$ cat src/rtl/btn_cond_if.sv
// Button conditioner bus: raw board inputs in, debounced level and edge strobes out.
// The master side drives the raw inputs; the conditioner is the slave.
interface btn_cond_if #(
  parameter int N = 2
);
  logic [N-1:0] btn_raw;
  logic [N-1:0] btn_level;
  logic [N-1:0] btn_pulse;
  logic [N-1:0] btn_rel;

  modport master (
    output btn_raw,
    input  btn_level,
    input  btn_pulse,
    input  btn_rel
  );

  modport slave (
    input  btn_raw,
    output btn_level,
    output btn_pulse,
    output btn_rel
  );
endinterface

$ cat src/rtl/btn_cond.sv
// Per-channel push-button conditioner.
// Each channel has a 2-flop synchroniser, then a debounce FSM that emits clean levels plus press/release strobes.
module btn_cond #(
  parameter int N         = 2,
  parameter int DB_CYCLES = 4,
  parameter int CNT_W     = 20
) (
  input  logic        clk,
  input  logic        rst,
  btn_cond_if.slave   bus
);

  typedef enum logic [1:0] {S_LOW, S_RISE, S_HIGH, S_FALL} state_t;

  localparam logic [CNT_W-1:0] CNT_LAST = CNT_W'(DB_CYCLES - 1);

  logic [N-1:0] s1_q, s1_d;
  logic [N-1:0] s2_q, s2_d;
  logic [N-1:0] level_vec, pulse_vec, rel_vec;

  always_comb begin
    s1_d = bus.btn_raw;
    s2_d = s1_q;
  end

  // The synchroniser is cleared too, so a button held through reset looks like a fresh press.
  always_ff @(posedge clk) begin
    if (rst) begin
      s1_q <= '0;
      s2_q <= '0;
    end else begin
      s1_q <= s1_d;
      s2_q <= s2_d;
    end
  end

  for (genvar gi = 0; gi < N; gi++) begin : g_chan
    state_t           state_q, state_d;
    logic [CNT_W-1:0] cnt_q, cnt_d;
    logic             level_q, level_d;
    logic             pulse_q, pulse_d;
    logic             rel_q, rel_d;

    always_comb begin
      state_d = state_q;
      cnt_d   = cnt_q;
      level_d = level_q;
      pulse_d = 1'b0;
      rel_d   = 1'b0;
      case (state_q)
        S_LOW: begin
          if (s2_q[gi]) begin
            state_d = S_RISE;
            cnt_d   = '0;
          end
        end
        S_RISE: begin
          if (!s2_q[gi]) begin
            state_d = S_LOW;
          end else if (cnt_q == CNT_LAST) begin
            state_d = S_HIGH;
            level_d = 1'b1;
            pulse_d = 1'b1;
          end else begin
            cnt_d = cnt_q + 1'b1;
          end
        end
        S_HIGH: begin
          if (!s2_q[gi]) begin
            state_d = S_FALL;
            cnt_d   = '0;
          end
        end
        S_FALL: begin
          if (s2_q[gi]) begin
            state_d = S_HIGH;
          end else if (cnt_q == CNT_LAST) begin
            state_d = S_LOW;
            level_d = 1'b0;
            rel_d   = 1'b1;
          end else begin
            cnt_d = cnt_q + 1'b1;
          end
        end
        default: begin
          state_d = S_LOW;
          cnt_d   = '0;
          level_d = 1'b0;
        end
      endcase
    end

    always_ff @(posedge clk) begin
      if (rst) begin
        state_q <= S_LOW;
        cnt_q   <= '0;
        level_q <= 1'b0;
        pulse_q <= 1'b0;
        rel_q   <= 1'b0;
      end else begin
        state_q <= state_d;
        cnt_q   <= cnt_d;
        level_q <= level_d;
        pulse_q <= pulse_d;
        rel_q   <= rel_d;
      end
    end

    assign level_vec[gi] = level_q;
    assign pulse_vec[gi] = pulse_q;
    assign rel_vec[gi]   = rel_q;
  end

  assign bus.btn_level = level_vec;
  assign bus.btn_pulse = pulse_vec;
  assign bus.btn_rel   = rel_vec;

endmodule
$ cat src/flat_wrapper.sv
// flat-port wrapper written by rule: the top's interface ports become plain ports
module btn_cond_flat 
#(
  parameter int N         = 2,
  parameter int DB_CYCLES = 4,
  parameter int CNT_W     = 20
)
  (clk, rst, bus_btn_raw, bus_btn_level, bus_btn_pulse, bus_btn_rel);
  btn_cond_if #(.N(N)) bus_i ();
  input  logic clk;
  input  logic rst;
  input wire logic [$bits(bus_i.btn_raw)-1:0] bus_btn_raw;
  output wire logic [$bits(bus_i.btn_level)-1:0] bus_btn_level;
  output wire logic [$bits(bus_i.btn_pulse)-1:0] bus_btn_pulse;
  output wire logic [$bits(bus_i.btn_rel)-1:0] bus_btn_rel;
  assign bus_i.btn_raw = bus_btn_raw;
  assign bus_btn_level = bus_i.btn_level;
  assign bus_btn_pulse = bus_i.btn_pulse;
  assign bus_btn_rel = bus_i.btn_rel;
  btn_cond #(.N(N), .DB_CYCLES(DB_CYCLES), .CNT_W(CNT_W)) u_core (.clk(clk), .rst(rst), .bus(bus_i));
endmodule
$ cat config.mk
export PLATFORM = sky130hd
export DESIGN_NAME = btn_cond_flat
export DESIGN_NICKNAME = d
export VERILOG_FILES = /design/src/rtl/btn_cond_if.sv /design/src/rtl/btn_cond.sv /design/src/flat_wrapper.sv
export SDC_FILE = /design/constraint.sdc
export NUM_CORES = 1
export LEC_CHECK = 0
export BUFFER_PORTS_ARGS = -buffer_cell sky130_fd_sc_hd__buf_2
export CAP_MARGIN = 20
export CORE_MARGIN = 1
export CORE_UTILIZATION = 35
export DETAILED_ROUTE_END_ITERATION = 6
export GPL_ROUTABILITY_DRIVEN = 0
export GPL_TIMING_DRIVEN = 0
export HOLD_SLACK_MARGIN = 0.15
export PLACE_DENSITY_LB_ADDON = 0.15
export SLEW_MARGIN = 30
export SYNTH_ARGS = -nofsm -noshare
export SYNTH_HDL_FRONTEND = slang
export SYNTH_SLANG_ARGS = --single-unit
export TNS_END_PERCENT = 50
$ cat constraint.sdc
create_clock -name clk -period 2.65 [get_ports clk]
set_input_delay 0 -clock clk [delete_from_list [all_inputs] [get_ports clk]]
set_output_delay 0 -clock clk [all_outputs]
set_load 0.005 [all_outputs]
==> impl_metrics.yaml, run 1 <==
status:
  status: "finished clean"
clocking:
  post_cts_buffers: 0
  htree_levels: 2
  clock_insertion_delay_worst_skew_ps: 300
  clkTransAtPathRegs_ps: 90
  ctsRootBufferMaster: "sky130_fd_sc_hd__clkbuf_8"
  cts_buffers: 5
  clock-sinks: 54
  cts-root-to-sink-buffers: 2
  cts_tree: "yes"
sta:
  fin_tns_setup_ps: 0
  finalSetupViolCount: 0
  timing.final.crit_period_ps: 2010
  max-slew-margin-rel_pct: 52.6
  grt_setup_unrepaired: "false"
  finalHoldViolCount: 0
  timing.hold.ws_ps: 449
  fmax_ghz: 0.499
  timing.final.max_slew_violations: 0
  skew_ps: 5.37
  portion_of_the_clock_cycle_consumed_by_the_worst_path_in_the_final_layout_pct: 75.7
  worst-slew-pin-transition_ps: 709
layout:
  syn2layout_area_growth_pct: 11.1
  fin_nets: 301
  utilization_pct: 40.1
  num_antenna_cells: 0
  drive_above_1_share_pct: 10.8
yosys:
  synth_xor_area_share_pct: 10.7
  edff_count_synth: 0
  yosys.cell_types.count: 41
  synth_flop_cell: "sky130_fd_sc_hd__dfxtp_1"
  yosys_register_bits: 54
  post_synth_and_or_nand_nor_area_fraction_pct: 29.7
  yosysWarnings: 0
  ys_seq_area_share_pct: 44.3
  mappedNetlistArea_mm2: 0.00244
  dominant_combinational_cell_family_by_area_after_synthesis: "simple AND/OR/NAND/NOR gates"
  asyncSetResetFlopFracSynth_pct: 0
  synth.avg_cell_area_um2: 8.87
  yosys_top_cell_by_area: "sky130_fd_sc_hd__dfxtp_1"
  synth_compound_area_share_pct: 8.00
  synth_mux_area_share_pct: 1.64
  ys_top_cells_by_area: "sky130_fd_sc_hd__dfxtp_1 (44%), sky130_fd_sc_hd__xor2_1 (7.2%), sky130_fd_sc_hd__nor2_1 (5.2%)"
  synthAdderAreaFrac_pct: 1.03
  synth.top_cell.area_share_pct: 44.3
  postSynthCellCount: 275
  synthesis.nets: 281
floorplanning:
  core_area_mm2: 0.00676
  pin_count: 10
  rows: 30
  floorplan.initialDensity_pct: 36.1
  die_area_mm2: 0.00731
  chipHeight_um: 85.5
  chipWidth_um: 85.5
power_and_ir_drop:
  design_power_total_w: 0.00132
  worst_ir_drop_vdd_v: 0.000242
  power_per_cell_area_mw_per_mm2: 488
  cellLeakagePower_nw: 0.951
drt:
  post_route_antenna_net_violation_count: 0
  via_cell_ratio: 5.16
  drc_errors: 0
  detail_route.wirelength_um: 4820
  drtIter0Drc: 54
  dr.pass1.iters: 4
  routed-via-count: 1934
  routedWlPerCell_um: 12.9
run:
  maxCapViolations: 0
global_routing:
  grt_first_pass_wirelength_um: 8600
  grt_antenna_before_repair: 0
  number_of_global_route_vias_before_repair: 1851
  overflow: 0
  globalRouteTotalUtil_pct: 14.6
  maximum_number_of_pins_on_one_net_before_global_route_repair: 16
worst_setup_path:
  cpMaxStageDelayCell: "sky130_fd_sc_hd__dfxtp_1"
  crit_path_max_incr_delay_ps: 430
  critical_path_peak_fanout: 10
  cp.arrival_ps: 2210
  setup.worst_path.start_class: "flip-flop"
  worst_ep_required_time_ps: 2850
  crit_chain: "ha_1 > nor4b_1 > nand2_2 > o31ai_2 > buf_6 > nor3_1 > a31o_1"
  setup.worst_path.class: "reg -> reg"
  worst_setup_ep_type: "flip-flop"
placement:
  count_of_input_and_output_buffers: 8
  detailedPlacementHpwl_um: 3300
min_path:
  hold_path_class: "reg -> reg"
synthesized netlist by cell type (4+ instances only):
| cell | n |
|---|---|
| sky130_fd_sc_hd__a21oi_1 | 12 |
| sky130_fd_sc_hd__buf_4 | 6 |
| sky130_fd_sc_hd__clkbuf_1 | 5 |
| sky130_fd_sc_hd__dfxtp_1 | 54 |
| sky130_fd_sc_hd__inv_1 | 6 |
| sky130_fd_sc_hd__mux2i_1 | 4 |
| sky130_fd_sc_hd__nand2_1 | 12 |
| sky130_fd_sc_hd__nand3_1 | 16 |
| sky130_fd_sc_hd__nand4_1 | 13 |
| sky130_fd_sc_hd__nor2_1 | 34 |
| sky130_fd_sc_hd__nor2b_1 | 6 |
| sky130_fd_sc_hd__nor3_1 | 6 |
| sky130_fd_sc_hd__nor4_1 | 9 |
| sky130_fd_sc_hd__o21ai_0 | 7 |
| sky130_fd_sc_hd__or3_1 | 9 |
| sky130_fd_sc_hd__or4_1 | 5 |
| sky130_fd_sc_hd__xnor2_1 | 8 |
| sky130_fd_sc_hd__xor2_1 | 20 |
per-stage QoR:
stage / cells / cell area [um^2] / setup slack [ps]
3_3_place_gp: 363 / 2580 / 639
6_report: 375 / 2710 / 645
3_5_place_dp: 363 / 2580 / 622
2_1_floorplan: 275 / 2440 / 922
4_1_cts: 375 / 2710 / 619
5_1_grt: 375 / 2710 / 467
cell families after synthesis:
group	Yosys count
flip-flops	54
XOR/XNOR	29
buffers and inverters	21
AO/OA/AOI/OAI	32
adder cells (fa/ha/maj)	2
AND/OR/NAND/NOR	133
multiplexers	4
worst paths after layout:
kind	start	to	slack (ps)	cells after the start
max	u_core.g_chan[0].cnt_q[0]	u_core.g_chan[0].cnt_q[1]	640	7
min reg2reg	u_core.s1_q[1]	u_core.s2_q[1]	450	1
max reg2reg	u_core.g_chan[0].cnt_q[0]	u_core.g_chan[0].cnt_q[1]	640	7
min	u_core.s1_q[1]	u_core.s2_q[1]	450	1
what timing repair did:
action                    4_1_cts  5_1_grt
gates resized for setup         0        0
hold endpoints to repair        4        0
hold buffers                    5        0
per-layer routing:
metal	global-route usage, %	vias up	wire (um)
li1	-	1008	-
met1	19.0	905	2450
met2	23.9	14	2200
met3	2.89	7	107
met4	5.45	0	68
met5	0	-	0
critical path, delay by kind of cell, from the launching register on:
kind	cells	cell delay [ps]
flip-flops	1	430
adder cells (fa/ha/maj)	1	230
buffers and inverters	1	210
AO/OA/AOI/OAI	2	580
AND/OR/NAND/NOR	3	460
registers in the layout, summed over array words and instances (netlist names), named ones only:
register	count
u_core.g_chan.level_q	2
u_core.s2_q	2
u_core.s1_q	2
u_core.g_chan.cnt_q	40
u_core.g_chan.pulse_q	2
u_core.g_chan.state_q	2
u_core.g_chan.rel_q	2
cell type report:
cell class	instances	area, um^2
multi-input combinational	200	1250
fill	698	4050
clock buffer	6	72.6
buffer	15	88.8
sequential	54	1080
clock inverter	1	7.51
inverter	6	22.5
timing repair buffer	13	90.1
tap	80	100
power by group:
part           switching [W]  internal (W)   total, W  leakage, nW
Clock               0.000261      0.000182   0.000443       0.0373
Combinational      0.0000324     0.0000221  0.0000545        0.477
Sequential        0.00000610      0.000818   0.000824        0.436
Total               0.000299       0.00102    0.00132        0.951
placed cells by master, fill, tap and decap left out, types with 3 or more instances in the layout:
cell,synthesis,routed
sky130_fd_sc_hd__a21oi_1,12,12
sky130_fd_sc_hd__inv_1,6,6
sky130_fd_sc_hd__clkbuf_1,5,6
sky130_fd_sc_hd__mux2i_1,4,4
sky130_fd_sc_hd__o31ai_1,3,3
sky130_fd_sc_hd__buf_4,6,6
sky130_fd_sc_hd__or3_1,9,9
sky130_fd_sc_hd__a31o_1,3,3
sky130_fd_sc_hd__and4_1,3,3
sky130_fd_sc_hd__xor2_1,20,20
sky130_fd_sc_hd__dfxtp_1,54,54
sky130_fd_sc_hd__clkbuf_8,0,5
sky130_fd_sc_hd__o21ai_0,7,7
sky130_fd_sc_hd__xnor2_1,8,8
sky130_fd_sc_hd__buf_2,2,10
sky130_fd_sc_hd__nor3_1,6,6
sky130_fd_sc_hd__o21ai_1,3,3
sky130_fd_sc_hd__nor4_1,9,9
sky130_fd_sc_hd__dlygate4sd3_1,0,5
sky130_fd_sc_hd__nor2_1,34,34
sky130_fd_sc_hd__nand4_1,13,13
sky130_fd_sc_hd__and3_1,3,3
sky130_fd_sc_hd__nand3_1,16,16
sky130_fd_sc_hd__nor2b_1,6,6
sky130_fd_sc_hd__or4_1,5,5
sky130_fd_sc_hd__nor3b_1,3,3
sky130_fd_sc_hd__nand2_2,3,3
sky130_fd_sc_hd__nand2_1,12,12
Note: power is estimated with default switching activity, not from simulation.
==> inputs of run 2 (changes only) <==
==> constraint.sdc (replaced) <==
create_clock -name clk -period 1.7 [get_ports clk]
set_input_delay 0 -clock clk [delete_from_list [all_inputs] [get_ports clk]]
set_output_delay 0 -clock clk [all_outputs]
set_load 0.005 [all_outputs]
==> impl_metrics.yaml, run 2 (same netlist as run 1, synthesis figures left out) <==
clocking:
  cts_buffers: 5
  clkTransAtPathRegs_ps: 100
  ctsRootBufferMaster: "sky130_fd_sc_hd__clkbuf_8"
  clock_insertion_delay_worst_skew_ps: 310
  clock-sinks: 54
  htree_levels: 2
  cts-root-to-sink-buffers: 2
  cts_tree: "yes"
placement:
  detailedPlace.worstSlack_ps: -328
  detailedPlacementHpwl_um: 3300
  count_of_input_and_output_buffers: 8
sta:
  max-slew-margin-rel_pct: 61.2
  finalSetupViolCount: 1
  post-route-worst-setup-slack_ps: -24.6
  timing.final.crit_period_ps: 1720
  portion_of_the_clock_cycle_consumed_by_the_worst_path_in_the_final_layout_pct: 101
  worst-slew-pin-transition_ps: 582
  grt_setup_unrepaired: "true"
  finalHoldViolCount: 0
  fmax_ghz: 0.580
  timing.final.max_slew_violations: 0
  skew_ps: 8.93
  timing.hold.ws_ps: 446
floorplanning:
  floorplan.initialDensity_pct: 36.1
  pin_count: 10
  die_area_mm2: 0.00731
  core_area_mm2: 0.00676
  chipWidth_um: 85.5
  chipHeight_um: 85.5
  rows: 30
global_routing:
  overflow: 0
  maximum_number_of_pins_on_one_net_before_global_route_repair: 16
  grt_antenna_before_repair: 0
  globalRouteTotalUtil_pct: 15.3
  number_of_global_route_vias_before_repair: 1916
  grt_first_pass_wirelength_um: 8980
power_and_ir_drop:
  cellLeakagePower_nw: 1.11
  p_sw_w: 0.000481
  cell_internal_pwr_w: 0.00159
  seqPwrFrac_pct: 61.5
  swShare_pct: 23.2
  worst_ir_drop_vdd_v: 0.000390
  power_per_cell_area_mw_per_mm2: 673
  share_clk_of_total_power_pct: 33.6
  p_comb_share_pct: 4.9
worst_setup_path:
  worst_r2r_path_cells: 5
  r2r_setup_slack_ps: -20
  setup.worst_path.class: "reg -> reg"
  timing.critical_path.to: "u_core.g_chan[0].cnt_q[1]"
  worst_ep_required_time_ps: 1900
  cp.arrival_ps: 1920
  rr_endpoint: "u_core.g_chan[0].cnt_q[1]"
  crit-reg2reg-launch: "u_core.g_chan[0].cnt_q[13]"
  worst_setup_ep_type: "flip-flop"
  critical_path_peak_fanout: 6
  setup.worst_path.start_class: "flip-flop"
  timing.critical_path.from: "u_core.g_chan[0].cnt_q[13]"
status:
  failed_checks: "setup timing"
  status: "complete, but fails checks"
layout:
  layout_commonest_cell: "sky130_fd_sc_hd__nor2_1"
  syn2layout_area_growth_pct: 26.3
  fin_nets: 314
  drive_above_1_share_pct: 31.2
  largest_register_ff_count: 40
  num_antenna_cells: 0
  mostFrequentLayoutCells: "sky130_fd_sc_hd__nor2_1 (34), sky130_fd_sc_hd__dfxtp_1 (29), sky130_fd_sc_hd__buf_4 (22)"
  regMostFlops: "u_core.g_chan.cnt_q"
drt:
  drc_errors: 0
  via_cell_ratio: 5.21
  detail_route.wirelength_um: 5270
  post_route_antenna_net_violation_count: 0
  drtIter0Drc: 38
  routedWlPerCell_um: 13.6
  routed-via-count: 2020
  dr.pass1.iters: 4
run:
  maxCapViolations: 0
min_path:
  hold_path_class: "reg -> reg"
[run 2: cell types whose count changed in the layout (fill, tap and decap cells not counted), sizes merged]
cell,delta
clkbuf,-1
buf,+14
[run 2: area by class of cell]
class | count | area (um^2)
plain buffers | 12 | 77.6
multi-input cells | 200 | 1460
fillers | 674 | 3680
inverters | 6 | 22.5
flip-flops and latches | 54 | 1130
clock inverters | 1 | 7.51
clock buffers | 6 | 72.6
well taps | 80 | 100
repair buffers | 29 | 210
[run 2: critical path, stage by stage (launching register included)]
cell and delay [ps]:
sky130_fd_sc_hd__dfxtp_4 360, sky130_fd_sc_hd__or4_4 530, sky130_fd_sc_hd__o31ai_4 310, sky130_fd_sc_hd__buf_6 170
sky130_fd_sc_hd__nor3_1 50, sky130_fd_sc_hd__a31o_1 190
[run 2: repair_timing]
action | CTS | global route
resized for setup | 44 | 28
hold buffers | 5 | 0
endpoints found under the hold margin | 4 | 0
cloned | 1 | 0
pin swaps | 5 | 10
buffers inserted | 6 | 9
setup endpoints to repair | 41 | 43
[run 2: metrics by stage]
step	std cells	power [W]	setup TNS (ps)	cell area [um^2]	utilization, %
finish	388	0.00207	-24.6	3080	45.6
global route	388	0.00217	-699	3080	45.6
CTS	380	0.00210	-299	2910	43.1
detailed placement	363	0.00139	-6380	2580	38.2
global placement	363	0.00139	-6030	2580	38.2
floorplan	275	0.00137	-34.9	2440	-
[run 2: routing by layer]
layer,GRT usage [%],wire length [um]
met2,26.0,2520
met3,2.89,101
met4,5.45,74
met1,19.3,2570
met5,0,0
[run 2: how the worst min path moves through the flow]
stage / startpoint / to / slack (ps) / depth (start not counted)
2_1_floorplan: bus_btn_raw[0] / u_core.s1_q[0] / 130 / 1
3_3_place_gp: bus_btn_raw[1] / u_core.s1_q[1] / 210 / 2
3_5_place_dp: bus_btn_raw[0] / u_core.s1_q[0] / 230 / 2
4_1_cts: u_core.s1_q[1] / u_core.s2_q[1] / 460 / 1
5_1_grt: u_core.s1_q[1] / u_core.s2_q[1] / 480 / 1
6_report: u_core.s1_q[1] / u_core.s2_q[1] / 450 / 1
[run 2: power groups by stage]
stage,registers (W),logic [W],clock network (W)
global placement,0.00131,0.0000781,0
finish,0.00128,0.000101,0.000696
floorplan,0.00131,0.0000543,0
CTS,0.00128,0.0000950,0.000726
detailed placement,0.00131,0.0000779,0
global route,0.00128,0.000114,0.000774
